**src/rtl/bram_arbiter_rv32_if.sv**
```systemverilog
// bram_arbiter_rv32_if: request/response bus between one bus master and the
// BRAM arbiter. The lock line only has meaning on requester 0; other users
// tie it low.
interface bram_arbiter_rv32_if #(
    parameter int unsigned data_width    = 32,
    parameter int unsigned address_width = 32
);
    logic                     req;
    logic [address_width-1:0] addr;
    logic [3:0]               wr;
    logic [data_width-1:0]    din;
    logic                     lock;
    logic                     gnt;
    logic                     rvalid;
    logic                     err;
    logic [data_width-1:0]    dout;

    // Bus master side: issues requests, receives grant and response.
    modport master (
        output req, addr, wr, din, lock,
        input  gnt, rvalid, err, dout
    );

    // Arbiter side: receives requests, returns grant and response.
    modport slave (
        input  req, addr, wr, din, lock,
        output gnt, rvalid, err, dout
    );
endinterface

```
**src/rtl/bram_arbiter_rv32.sv**
```systemverilog
// bram_arbiter_rv32: two-requester round-robin arbiter in front of a
// single-port 32-bit BRAM with byte-lane writes and 1-cycle read latency.
// Out-of-window accesses are granted but never reach the BRAM, and are
// answered with an error response.
// Optional feature: define BRAM_ARB_LOCK_EN to let requester 0 hold the BRAM
// across consecutive grants with its lock line (bounded to 15 grants).
module bram_arbiter_rv32 #(
    parameter int unsigned              data_width    = 32,
    parameter int unsigned              address_width = 32,
    parameter logic [address_width-1:0] BaseAddress   = '0,
    parameter logic [address_width-1:0] EndAddress    = '0
) (
    input  logic                     clk,
    input  logic                     reset,
    bram_arbiter_rv32_if.slave       m0,
    bram_arbiter_rv32_if.slave       m1,
    output logic [address_width-1:0] mem_addr,
    output logic [3:0]               mem_wr,
    output logic [data_width-1:0]    mem_din,
    input  logic [data_width-1:0]    mem_dout
);

    logic                     prio;       // requester favoured on contention
    logic                     rv;         // a response is due this cycle
    logic                     owner;      // requester that owns the response
    logic                     err_q;      // that response is an error
    logic                     lock_hold;  // requester 0 keeps the BRAM
    logic                     m0_win;
    logic                     m1_win;
    logic                     any_win;
    logic                     in_range;
    logic [address_width-1:0] sel_addr;
    logic [3:0]               sel_wr;
    logic [data_width-1:0]    sel_din;
    logic [address_width:0]   offset;     // extra MSB is the borrow: addr < base
    logic                     m0_rvalid;
    logic                     m1_rvalid;
    logic                     unused_lock;

`ifdef BRAM_ARB_LOCK_EN
    logic       last_m0;   // requester 0 received the most recent grant
    logic [3:0] lock_cnt;  // consecutive locked grants to requester 0

    assign lock_hold   = last_m0 && m0.lock && (lock_cnt != 4'hF);
    assign unused_lock = m1.lock;

    // Track the lock run so requester 1 gets a slot after 15 locked grants.
    always_ff @(posedge clk or posedge reset) begin
        if (reset) begin
            last_m0  <= 1'b0;
            lock_cnt <= '0;
        end else if (m0_win) begin
            last_m0  <= 1'b1;
            if (!m0.lock)
                lock_cnt <= '0;
            else if (lock_cnt != 4'hF)
                lock_cnt <= lock_cnt + 4'd1;
        end else if (m1_win) begin
            last_m0  <= 1'b0;
            lock_cnt <= '0;
        end else if (!m0.lock) begin
            lock_cnt <= '0;
        end
    end
`else
    assign lock_hold   = 1'b0;
    assign unused_lock = m0.lock ^ m1.lock;
`endif

    // Pick the winner, check its address window and steer it onto the BRAM.
    // NOTE: every output of this block gets a default first, so no path
    // leaves a signal unassigned and no latch can be inferred.
    always_comb begin
        m0_win   = m0.req && (!m1.req || lock_hold || !prio);
        m1_win   = m1.req && !m0_win;
        any_win  = m0_win || m1_win;
        sel_addr = m1_win ? m1.addr : m0.addr;
        sel_wr   = m1_win ? m1.wr   : m0.wr;
        sel_din  = m1_win ? m1.din  : m0.din;
        offset   = {1'b0, sel_addr} - {1'b0, BaseAddress};
        in_range = !offset[address_width] && !(sel_addr > EndAddress);
        mem_addr = '0;
        mem_wr   = '0;
        mem_din  = '0;
        if (any_win) begin
            mem_din = sel_din;
            if (in_range) begin
                mem_addr = offset[address_width-1:0];
                mem_wr   = sel_wr;
            end
        end
    end

    // Register the response on the grant edge and rotate priority.
    // NOTE: sequential state uses non-blocking assignments so every register
    // samples pre-edge values regardless of statement order.
    always_ff @(posedge clk or posedge reset) begin
        if (reset) begin
            prio  <= 1'b0;
            rv    <= 1'b0;
            owner <= 1'b0;
            err_q <= 1'b0;
        end else begin
            rv    <= any_win;
            err_q <= any_win && !in_range;
            if (any_win) begin
                owner <= m1_win;
                prio  <= m0_win;
            end
        end
    end

    assign m0_rvalid = rv && !owner;
    assign m1_rvalid = rv && owner;

    assign m0.gnt    = m0_win;
    assign m0.rvalid = m0_rvalid;
    assign m0.err    = m0_rvalid && err_q;
    assign m0.dout   = (m0_rvalid && !err_q) ? mem_dout : '0;

    assign m1.gnt    = m1_win;
    assign m1.rvalid = m1_rvalid;
    assign m1.err    = m1_rvalid && err_q;
    assign m1.dout   = (m1_rvalid && !err_q) ? mem_dout : '0;

    // A request must stay up until it is granted.
    m0_req_held: assert property (@(posedge clk) disable iff (reset)
        (m0.req && !m0.gnt) |=> m0.req);
    m1_req_held: assert property (@(posedge clk) disable iff (reset)
        (m1.req && !m1.gnt) |=> m1.req);
    one_grant: assert property (@(posedge clk) disable iff (reset)
        !(m0.gnt && m1.gnt));

endmodule
```
**src/flat_wrapper.sv**
```systemverilog
// flat-port wrapper written by rule: the top's interface ports become plain ports
module bram_arbiter_rv32_flat 
#(
    parameter int unsigned              data_width    = 32,
    parameter int unsigned              address_width = 32,
    parameter logic [address_width-1:0] BaseAddress   = '0,
    parameter logic [address_width-1:0] EndAddress    = '0
)
  (clk, reset, mem_addr, mem_wr, mem_din, mem_dout, m0_req, m0_addr, m0_wr, m0_din, m0_lock, m0_gnt, m0_rvalid, m0_err, m0_dout, m1_req, m1_addr, m1_wr, m1_din, m1_lock, m1_gnt, m1_rvalid, m1_err, m1_dout);
  bram_arbiter_rv32_if #(.data_width(data_width), .address_width(address_width)) m0_i ();
  bram_arbiter_rv32_if #(.data_width(data_width), .address_width(address_width)) m1_i ();
  input  logic clk;
  input  logic reset;
  output logic [address_width-1:0] mem_addr;
  output logic [3:0] mem_wr;
  output logic [data_width-1:0] mem_din;
  input  logic [data_width-1:0] mem_dout;
  input wire logic [$bits(m0_i.req)-1:0] m0_req;
  input wire logic [$bits(m0_i.addr)-1:0] m0_addr;
  input wire logic [$bits(m0_i.wr)-1:0] m0_wr;
  input wire logic [$bits(m0_i.din)-1:0] m0_din;
  input wire logic [$bits(m0_i.lock)-1:0] m0_lock;
  output wire logic [$bits(m0_i.gnt)-1:0] m0_gnt;
  output wire logic [$bits(m0_i.rvalid)-1:0] m0_rvalid;
  output wire logic [$bits(m0_i.err)-1:0] m0_err;
  output wire logic [$bits(m0_i.dout)-1:0] m0_dout;
  input wire logic [$bits(m1_i.req)-1:0] m1_req;
  input wire logic [$bits(m1_i.addr)-1:0] m1_addr;
  input wire logic [$bits(m1_i.wr)-1:0] m1_wr;
  input wire logic [$bits(m1_i.din)-1:0] m1_din;
  input wire logic [$bits(m1_i.lock)-1:0] m1_lock;
  output wire logic [$bits(m1_i.gnt)-1:0] m1_gnt;
  output wire logic [$bits(m1_i.rvalid)-1:0] m1_rvalid;
  output wire logic [$bits(m1_i.err)-1:0] m1_err;
  output wire logic [$bits(m1_i.dout)-1:0] m1_dout;
  assign m0_i.req = m0_req;
  assign m0_i.addr = m0_addr;
  assign m0_i.wr = m0_wr;
  assign m0_i.din = m0_din;
  assign m0_i.lock = m0_lock;
  assign m0_gnt = m0_i.gnt;
  assign m0_rvalid = m0_i.rvalid;
  assign m0_err = m0_i.err;
  assign m0_dout = m0_i.dout;
  assign m1_i.req = m1_req;
  assign m1_i.addr = m1_addr;
  assign m1_i.wr = m1_wr;
  assign m1_i.din = m1_din;
  assign m1_i.lock = m1_lock;
  assign m1_gnt = m1_i.gnt;
  assign m1_rvalid = m1_i.rvalid;
  assign m1_err = m1_i.err;
  assign m1_dout = m1_i.dout;
  bram_arbiter_rv32 #(.data_width(data_width), .address_width(address_width), .BaseAddress(BaseAddress), .EndAddress(EndAddress)) u_core (.clk(clk), .reset(reset), .m0(m0_i), .m1(m1_i), .mem_addr(mem_addr), .mem_wr(mem_wr), .mem_din(mem_din), .mem_dout(mem_dout));
endmodule
```
**config.mk**
```make
export PLATFORM = sky130hd
export DESIGN_NAME = bram_arbiter_rv32_flat
export DESIGN_NICKNAME = d
export VERILOG_FILES = /design/src/rtl/bram_arbiter_rv32_if.sv /design/src/rtl/bram_arbiter_rv32.sv /design/src/flat_wrapper.sv
export SDC_FILE = /design/constraint.sdc
export NUM_CORES = 1
export LEC_CHECK = 0
export CAP_MARGIN = 20
export CORE_AREA = 2 2 121 123
export DETAILED_ROUTE_END_ITERATION = 10
export DIE_AREA = 0 0 123 125
export PLACE_DENSITY = 0.59
export SLEW_MARGIN = 20
export SYNTH_ARGS = -nofsm -noshare
export SYNTH_HDL_FRONTEND = slang
export SYNTH_SLANG_ARGS = --single-unit
```
**constraint.sdc**
```tcl
create_clock -name clk -period 2.5 [get_ports clk]
set_input_delay 0.5 -clock clk [delete_from_list [all_inputs] [get_ports clk]]
set_output_delay 0.5 -clock clk [all_outputs]
set_load 0.005 [all_outputs]
```
Yosys cells after proc, flatten, opt, wreduce, memory -nomap -nowiden
Index checks and enable logic that the tools add are counted.
- magnitude comparators: 1
- equal/unequal tests: 0
- reductions and logical operators: 16
- $mul: 0
- bitwise gates (word level): 0
- shifts and indexed selects: 0
- add/subtract/negate cells: 0
- div/mod/pow operators: 0
- multiplexer cells: 10
- operators by type and width (cell ; number):
    32-bit 2-to-1 mux ; 7
    32-bit by 1-bit greater-than comparator with 1-bit output (second input constant) ; 1
    4-bit 2-to-1 mux ; 3
    1-bit logical AND ; 9
    1-bit zero test ; 5
    1-bit logical OR ; 2
- latch bits: 0
- output and inout port bits: 138
- register bits: 4
- memories: 0
- bits in writable memories: 0
- ROM bits: 0

Depth between registers and ports, before layout
Gate-level depths: netlist of run 1.
- word-level depth: 9
- mapped depth: 5
- gate-level depth less buffers: 4

Least setup slack after synthesis of run 1
No wires, ideal clock.
- path kind: in2out
- start point: in m1_req
- end point: out mem_wr[0]
- cell stages on the path: 5
- setup slack: 0.527 ns
- arrival time: 1.473 ns
- path through: buf_2 > and2_4 > buf_6 > or3_4 > a21oi_1
- longest elaborated chain between the ends: 9
- elaborated cells between the ends (all ways): 11
- those cells by class: order compare: 1; mux: 4; reduce/logical: 6
- ends and longest elaborated chain (element ; RTL line ; source):
    start, declared ; flat_wrapper.sv:27 ; input wire logic [$bits(m1_i.req)-1:0] m1_req;
    1-bit zero test ; bram_arbiter_rv32.sv:74 ; m0_win = m0.req && (!m1.req || lock_hold || !prio);
    1-bit logical OR ; bram_arbiter_rv32.sv:74 ;
    1-bit logical AND ; bram_arbiter_rv32.sv:74 ;
    1-bit zero test ; bram_arbiter_rv32.sv:75 ; m1_win = m1.req && !m0_win;
    1-bit logical AND * ; bram_arbiter_rv32.sv:75 ;
    named net m1_gnt ; flat_wrapper.sv:32 ; output wire logic [$bits(m1_i.gnt)-1:0] m1_gnt;
    32-bit 2-to-1 mux ; bram_arbiter_rv32.sv:77 ; sel_addr = m1_win ? m1.addr : m0.addr;
    32-bit by 1-bit greater-than comparator with 1-bit output ; bram_arbiter_rv32.sv:81 ; in_range = !offset[address_width] && !(sel_addr > EndAddress);
    4-bit 2-to-1 mux ; bram_arbiter_rv32.sv:87 ; if (in_range) begin
    4-bit 2-to-1 mux * ; bram_arbiter_rv32.sv:85 ; if (any_win) begin
    end, declared ; flat_wrapper.sv:15 ; output logic [3:0] mem_wr;
Mark *: on every way through the listed nets, which the timed path passes. The rest lies on a longest branch.

Worst setup path after layout of run 1
- start point: in m0_addr[3]
- end point: out mem_wr[0]
- longest elaborated chain between the ends: 4
- ends and longest elaborated chain (element ; RTL line ; source):
    start, declared ; flat_wrapper.sv:19 ; input wire logic [$bits(m0_i.addr)-1:0] m0_addr;
    32-bit 2-to-1 mux ; bram_arbiter_rv32.sv:77 ;
    32-bit by 1-bit greater-than comparator with 1-bit output ; bram_arbiter_rv32.sv:81 ;
    4-bit 2-to-1 mux ; bram_arbiter_rv32.sv:87 ;
    4-bit 2-to-1 mux ; bram_arbiter_rv32.sv:85 ;
Every way passes these cells.

==> out/qor.yml, run 1 <==
cts_tree: "yes"
crit_chain: "dlygate4sd2_1 -> nor4_2 -> nand4_1 -> or3_4 -> buf_6 -> a21oi_2 -> buf_2"
multiInputGateArea_mm2: 0.00131
total_leakage_power_nw: 2.10
maximum_number_of_pins_on_one_net_before_global_route_repair: 33
die-area_mm2: 0.0154
netSwitchingFraction_pct: 26.8
clock_tree.buffer_depth: 2
max_stage_delay_ps: 370
ff_latch_count_synth: 4
worstSkewPairLatency_ps: 220
fin_worst_skew_ps: 0.177
yosysWarnings: 0
io_pins: 312
arrival_ps: 1950
grt_pass1_vias: 2691
synthesis.instances: 261
final-instance-count-excl-fill: 728
finalCritPeriodShare_pct: 97.9
hold_buffers: 0
layout.nets: 720
synth.distinct_cells: 24
largest_delay_share_family_worst_path: "simple AND/OR/NAND/NOR gates"
worstSetupStartpoint: "m0_addr[3]"
grt_pass1_wl_um: 12800
input_output_buffers: 277
setup.worst_path.start_class: "input pin"
fillerInstances: 1479
num_antenna_cells: 0
layout-drive-gt1-share_pct: 8.82
final-hold-violation-count: 0
placed_cells_incl_taps: 715
final-max-slew-violation-count: 0
synthesis.area_per_instance_um2: 5.83
setup.worst_path.class: "in2out"
finalSetupTns_ps: 0
detail_route.drc_violations: 0
tritoncts.num_buffers: 3
drt-vias-per-instance: 3.79
synth_top_area_share_pct: 27.1
timing.rr.start: "u_core.prio$_DFFE_PP0P_"
die_height_um: 125
drt-pass1-iter-count: 4
floorplan.core_area_mm2: 0.0142
globalRouteOverflowTotal: 0
clock_power_share_pct: 24.5
maxCapViolCount: 0
power.share.combinational_pct: 67.7
rows: 44
dr_total_vias: 2760
globalplace.congestion: 0.793
crit_path_top_delay_cell: "or3_4"
synthesis.area_mm2: 0.00152
drt-total-wl_um: 9060
syn2layout_area_growth_pct: 214
htree_levels: 1
dr.first_iter.drc_count: 35
drt.antenna.violating_nets: 0
power.density_mw_per_mm2: 212
switchingPower_mw: 0.272
numClockSinks: 4
yosys-top-cells-area: "and2_1, buf_4, nand2_1, o21ai_0, dfrtp_1"
timing.critical_path.fanout_max: 3
maxClockFrequency_ghz: 0.408
hold_class: "in2async"
grtUsageTotal_pct: 10.6
worstPathBufferInverterCount: 3
result_of_the_run: "completed"
cp.required_ps: 2000
clk_pin_slew_ps: 30
period_needed_ps: 2450
root_buffer: "clkbuf_16"
grt_antenna_before_repair: 0
setup.worst_path.end_class: "primary output"
seqCellArea_um2: 100
seq_power_share_pct: 7.8
timing.final.setup_violations: 0
sequential_area_share_after_synthesis_pct: 6.58
wl_per_cell_um: 12.4
yosys.area.top_type: "and2_1"
dp_hpwl_um: 7690
internal_power_mw: 0.741
vdd_ir_drop_max_mv: 0.153
width_of_the_die_um: 123
start_util_pct: 10.7
==> synth_stat cells (all sizes together) <==
library cell  count
nand2            64
nor4             16
nand3             1
nand2b            1
conb              1
clkbuf           16
buf              34
nand4             2
dfrtp             4
nor2b             3
nor2              2
and3              2
a21boi            1
o21ai            33
inv               2
or3               1
and2             67
or2               1
and4              2
a21oi             4
a22oi             4
==> per-stage QoR <==
stage                     util (%)  hold slack [ps]  cell area [um2]  setup WS, ps  power [mW]
after floorplan                  -              266             1640           527       0.270
after global placement        31.4              580             4460          -492       0.730
after detailed placement      31.4              604             4460          -528       0.737
after CTS                     32.9              568             4670          3.32        1.03
after global routing          33.7              593             4780         -8.69        1.08
final                         33.7              559             4780          51.6        1.01
==> flip-flops by register name, summed over array words and instances (netlist names) <==
register and cells:
u_core.err_q 1, u_core.owner 1, u_core.prio 1, u_core.rv 1
==> worst reg2reg max path: stages, from the launching register on <==
cell and delay [ps]:
dfrtp_1 410, nand2b_4 160, and2_4 160, or3_4 390, buf_6 140, buf_4 120
and3_1 160
==> what timing repair did <==
| item | in CTS | in global routing |
|---|---|---|
| gates cloned | 3 | 0 |
| setup buffers | 5 | 2 |
| gates resized for setup | 73 | 28 |
| setup endpoints to repair | 37 | 32 |
| pin swaps | 15 | 11 |
==> cell type report <==
| type | count | area share (%) |
|---|---|---|
| timing repair buffer | 299 | 64.0 |
| multi-input combinational | 236 | 27.4 |
| tap | 184 | 4.81 |
| sequential | 4 | 2.09 |
| clock buffer | 3 | 1.57 |
| inverter | 2 | 0.157 |
==> final timing paths <==
path,slack (ps),endpoint,depth (start not counted)
worst max-delay path,50,mem_wr[0],7
worst min-delay path,560,u_core.owner$_DFFE_PP0P_,2
worst max register to register,850,u_core.err_q$_DFF_PP0_,6
worst min register to register,600,u_core.prio$_DFFE_PP0P_,2
max in group asynchronous,1800,u_core.prio$_DFFE_PP0P_,2
min in group clk,600,u_core.prio$_DFFE_PP0P_,2
==> logic make-up (layout without fill, tap and decap cells) <==
family          count (synthesis)  after routing  share of synthesized area, %
compound gates                 42             42                          14.9
buf+inv                        52            304                          21.3
flops                           4              4                          6.58
other cells                     1             32                         0.246
simple gates                  162            162                          57.0
==> power groups by stage <==
stage	Combinational [mW]	Sequential (mW)	Clock, mW
6_report	0.686	0.0789	0.248
5_1_grt	0.741	0.0800	0.262
4_1_cts	0.692	0.0786	0.255
3_5_place_dp	0.658	0.0793	0
3_3_place_gp	0.651	0.0788	0
2_1_floorplan	0.194	0.0756	0
==> routing by layer <==
layer	track usage, %	up-vias	part of all wire, %
li1	-	1363	-
met1	10.1	1191	35
met2	21.1	196	51
met3	3.42	10	12
met4	2.87	0	1.4
met5	0	-	0
==> layout by cell type (no fill, tap or decap), types with 4 or more instances in the layout <==
master             n
buf_2              4
nor4_2             6
dlygate4sd2_1     29
dlymetal6s2s_1    17
buf_4              9
dfrtp_1            4
nand2_1           64
conb_1            32
buf_6              6
clkdlybuf4s15_1    4
o21ai_0           32
clkdlybuf4s50_1  221
nor4_1             8
and2_1            66
buf_12             4
a22oi_1            4
(Power assumes the default switching activity.)
==> run 2: changes to the inputs <==
--- a/config.mk
+++ b/config.mk
@@ -5,11 +5,12 @@
 export SDC_FILE = /design/constraint.sdc
 export NUM_CORES = 1
 export LEC_CHECK = 0
+export ABC_AREA = 1
 export CAP_MARGIN = 20
 export CORE_AREA = 2 2 121 123
 export DETAILED_ROUTE_END_ITERATION = 10
 export DIE_AREA = 0 0 123 125
-export PLACE_DENSITY = 0.59
+export PLACE_DENSITY = 0.62
 export SLEW_MARGIN = 20
 export SYNTH_ARGS = -nofsm -noshare
 export SYNTH_HDL_FRONTEND = slang
==> constraint.sdc (replaced) <==
create_clock -name clk -period 2.75 [get_ports clk]
set_input_delay 0.55 -clock clk [delete_from_list [all_inputs] [get_ports clk]]
set_output_delay 0.55 -clock clk [all_outputs]
set_load 0.005 [all_outputs]
==> out/qor.yml, run 2 <==
drt.antenna.violating_nets: 0
dr_total_vias: 3250
clock_tree.buffer_depth: 2
synth_ff_type: "dfrtp_1"
grtUsageTotal_pct: 12.0
num_antenna_cells: 0
drt-total-wl_um: 9870
clk_pin_slew_ps: 30
cp.required_ps: 2200
detail_route.drc_violations: 0
htree_levels: 1
sequential_area_share_after_synthesis_pct: 5.04
wl_per_cell_um: 11.5
r2r_slack_ps: 970
layout-drive-gt1-share_pct: 8.70
result_of_the_run: "completed"
hold_class: "in2async"
mostFrequentLayoutCell: "clkdlybuf4s50_1"
worstSkewPairLatency_ps: 220
drt-vias-per-instance: 3.77
width_of_the_die_um: 123
synth.cells.most_frequent: "nand2_1, inv_1, nor2_1"
rows: 44
cts_tree: "yes"
maxClockFrequency_ghz: 0.383
floorplan.core_area_mm2: 0.0142
fin_worst_skew_ps: 0.890
setup.worst_path.class: "reg2out"
layout.nets: 854
setup_repair_after_global_routing_missed_its_margin: "false"
synthesis.instances: 390
synthesis.area_per_instance_um2: 5.09
routing_usage_on_met1_pct: 13.5
vdd_ir_drop_max_mv: 0.173
final-hold-violation-count: 0
grt_pass1_vias: 3120
start_util_pct: 14.0
grt_antenna_before_repair: 0
arrival_ps: 2060
yosys.cell_count.top_type: "nand2_1"
grtUsageMet3_pct: 2.05
grt_pass1_wl_um: 15000
syn2layout_area_growth_pct: 165
drt-pass1-iter-count: 4
power.density_mw_per_mm2: 206
finalCritPeriodShare_pct: 95.1
globalRouteMet2Util_pct: 23.1
globalRouteOverflowTotal: 0
timing.final.setup_violations: 0
dp_hpwl_um: 8260
root_buffer: "clkbuf_16"
grt_most_used_layer: "met2"
synth_top_area_share_pct: 17.4
globalplace.congestion: 0.730
maxCapViolCount: 0
synthesis.area_mm2: 0.00199
maximum_number_of_pins_on_one_net_before_global_route_repair: 33
total_leakage_power_nw: 2.55
setup.worst_path.end_class: "primary output"
die_height_um: 125
io_pins: 312
fillerInstances: 1528
ys_async_sr_fraction_pct: 100
yosys.area.top_type: "nand2_1"
final-max-slew-violation-count: 0
setup.worst_path.start_class: "flop"
period_needed_ps: 2610
tritoncts.num_buffers: 3
fin_hold_ws_ps: 546
finish.utilization_pct: 37.1
ff_latch_count_synth: 4
input_output_buffers: 277
dr.first_iter.drc_count: 49
synth.distinct_cells: 21
most-common-layout-cells: "clkdlybuf4s50_1, nand2_1, inv_1"
die-area_mm2: 0.0154
timing.critical_path.fanout_max: 7
yosysWarnings: 0
worst-r2r-cell-count: 11
yosys-top-cells-area: "nand2_1, inv_1, nor2_1, a22o_1, buf_4"
synth-edff-count: 0
numClockSinks: 4
## run 2: cell count changes after synthesis, sizes merged, moves of 22 or more
| cell | before | now |
|---|---|---|
| a22o | 0 | 32 |
| inv | 2 | 83 |
| nor2 | 2 | 83 |
| nand2 | 64 | 93 |
| and2 | 67 | 0 |
| nand3b | 0 | 22 |
## run 2: metrics by stage
step                      worst slack (ps)  power [mW]  setup TNS (ps)  cell area [um2]  instances
final                                  136        1.08               0             5260        862
after global routing                  13.6        1.17               0             5260        862
after CTS                             6.90        1.09               0             5250        862
after detailed placement              -697       0.809          -14010             4990        849
after global placement                -667       0.809          -13780             4990        849
after floorplan                        579       0.348               0             2100        421
## run 2: cell type report
class | instances | area (um2) | area share [%]
clock buffers | 3 | 75.1 | 1.43
inverters | 83 | 312 | 5.92
multi-input cells | 280 | 1410 | 26.7
flip-flops and latches | 4 | 100 | 1.90
well taps | 184 | 230 | 4.37
repair buffers | 308 | 3140 | 59.7
## run 2: cell families after synthesis
group | share of synthesized area (%)
simple gates | 43.2
buf+inv | 34.0
compound gates | 17.6
flops | 5.04
other cells | 0.189
## run 2: critical path, stage by stage (launching register included)
cell and delay [ps]:
dfrtp_1 420, o21ai_4 280, buf_8 140, inv_1 60, buf_4 170, buf_4 140, a22o_1 170, clkdlybuf4s50_1 460
## run 2: repair_timing
item	4_1_cts	5_1_grt
pin swaps	15	10
setup endpoints to repair	38	33
gates resized for setup	46	9
hold buffers	0	0
gates cloned	4	0
buffers inserted	6	0
## run 2: routing by layer
layer,up-vias,part of all wire (%)
li1,1680,-
met1,1392,38
met2,172,52
met3,6,9.3
met4,0,1.1
met5,-,0
## run 2: report_power, final
part / internal [mW] / switching (mW)
logic: 0.513 / 0.271
registers: 0.0645 / 0.00657
clock network: 0.186 / 0.0405
total: 0.764 / 0.318
## run 2: worst paths after layout
kind                                    startpoint                        to
max                        u_core.prio$_DFFE_PP0P_               mem_din[14]
max reg2reg                u_core.prio$_DFFE_PP0P_    u_core.err_q$_DFF_PP0_
max in group asynchronous                    reset       u_core.rv$_DFF_PP0_
min in group clk           u_core.prio$_DFFE_PP0P_   u_core.prio$_DFFE_PP0P_
min                                          reset  u_core.owner$_DFFE_PP0P_
min reg2reg                u_core.prio$_DFFE_PP0P_   u_core.prio$_DFFE_PP0P_
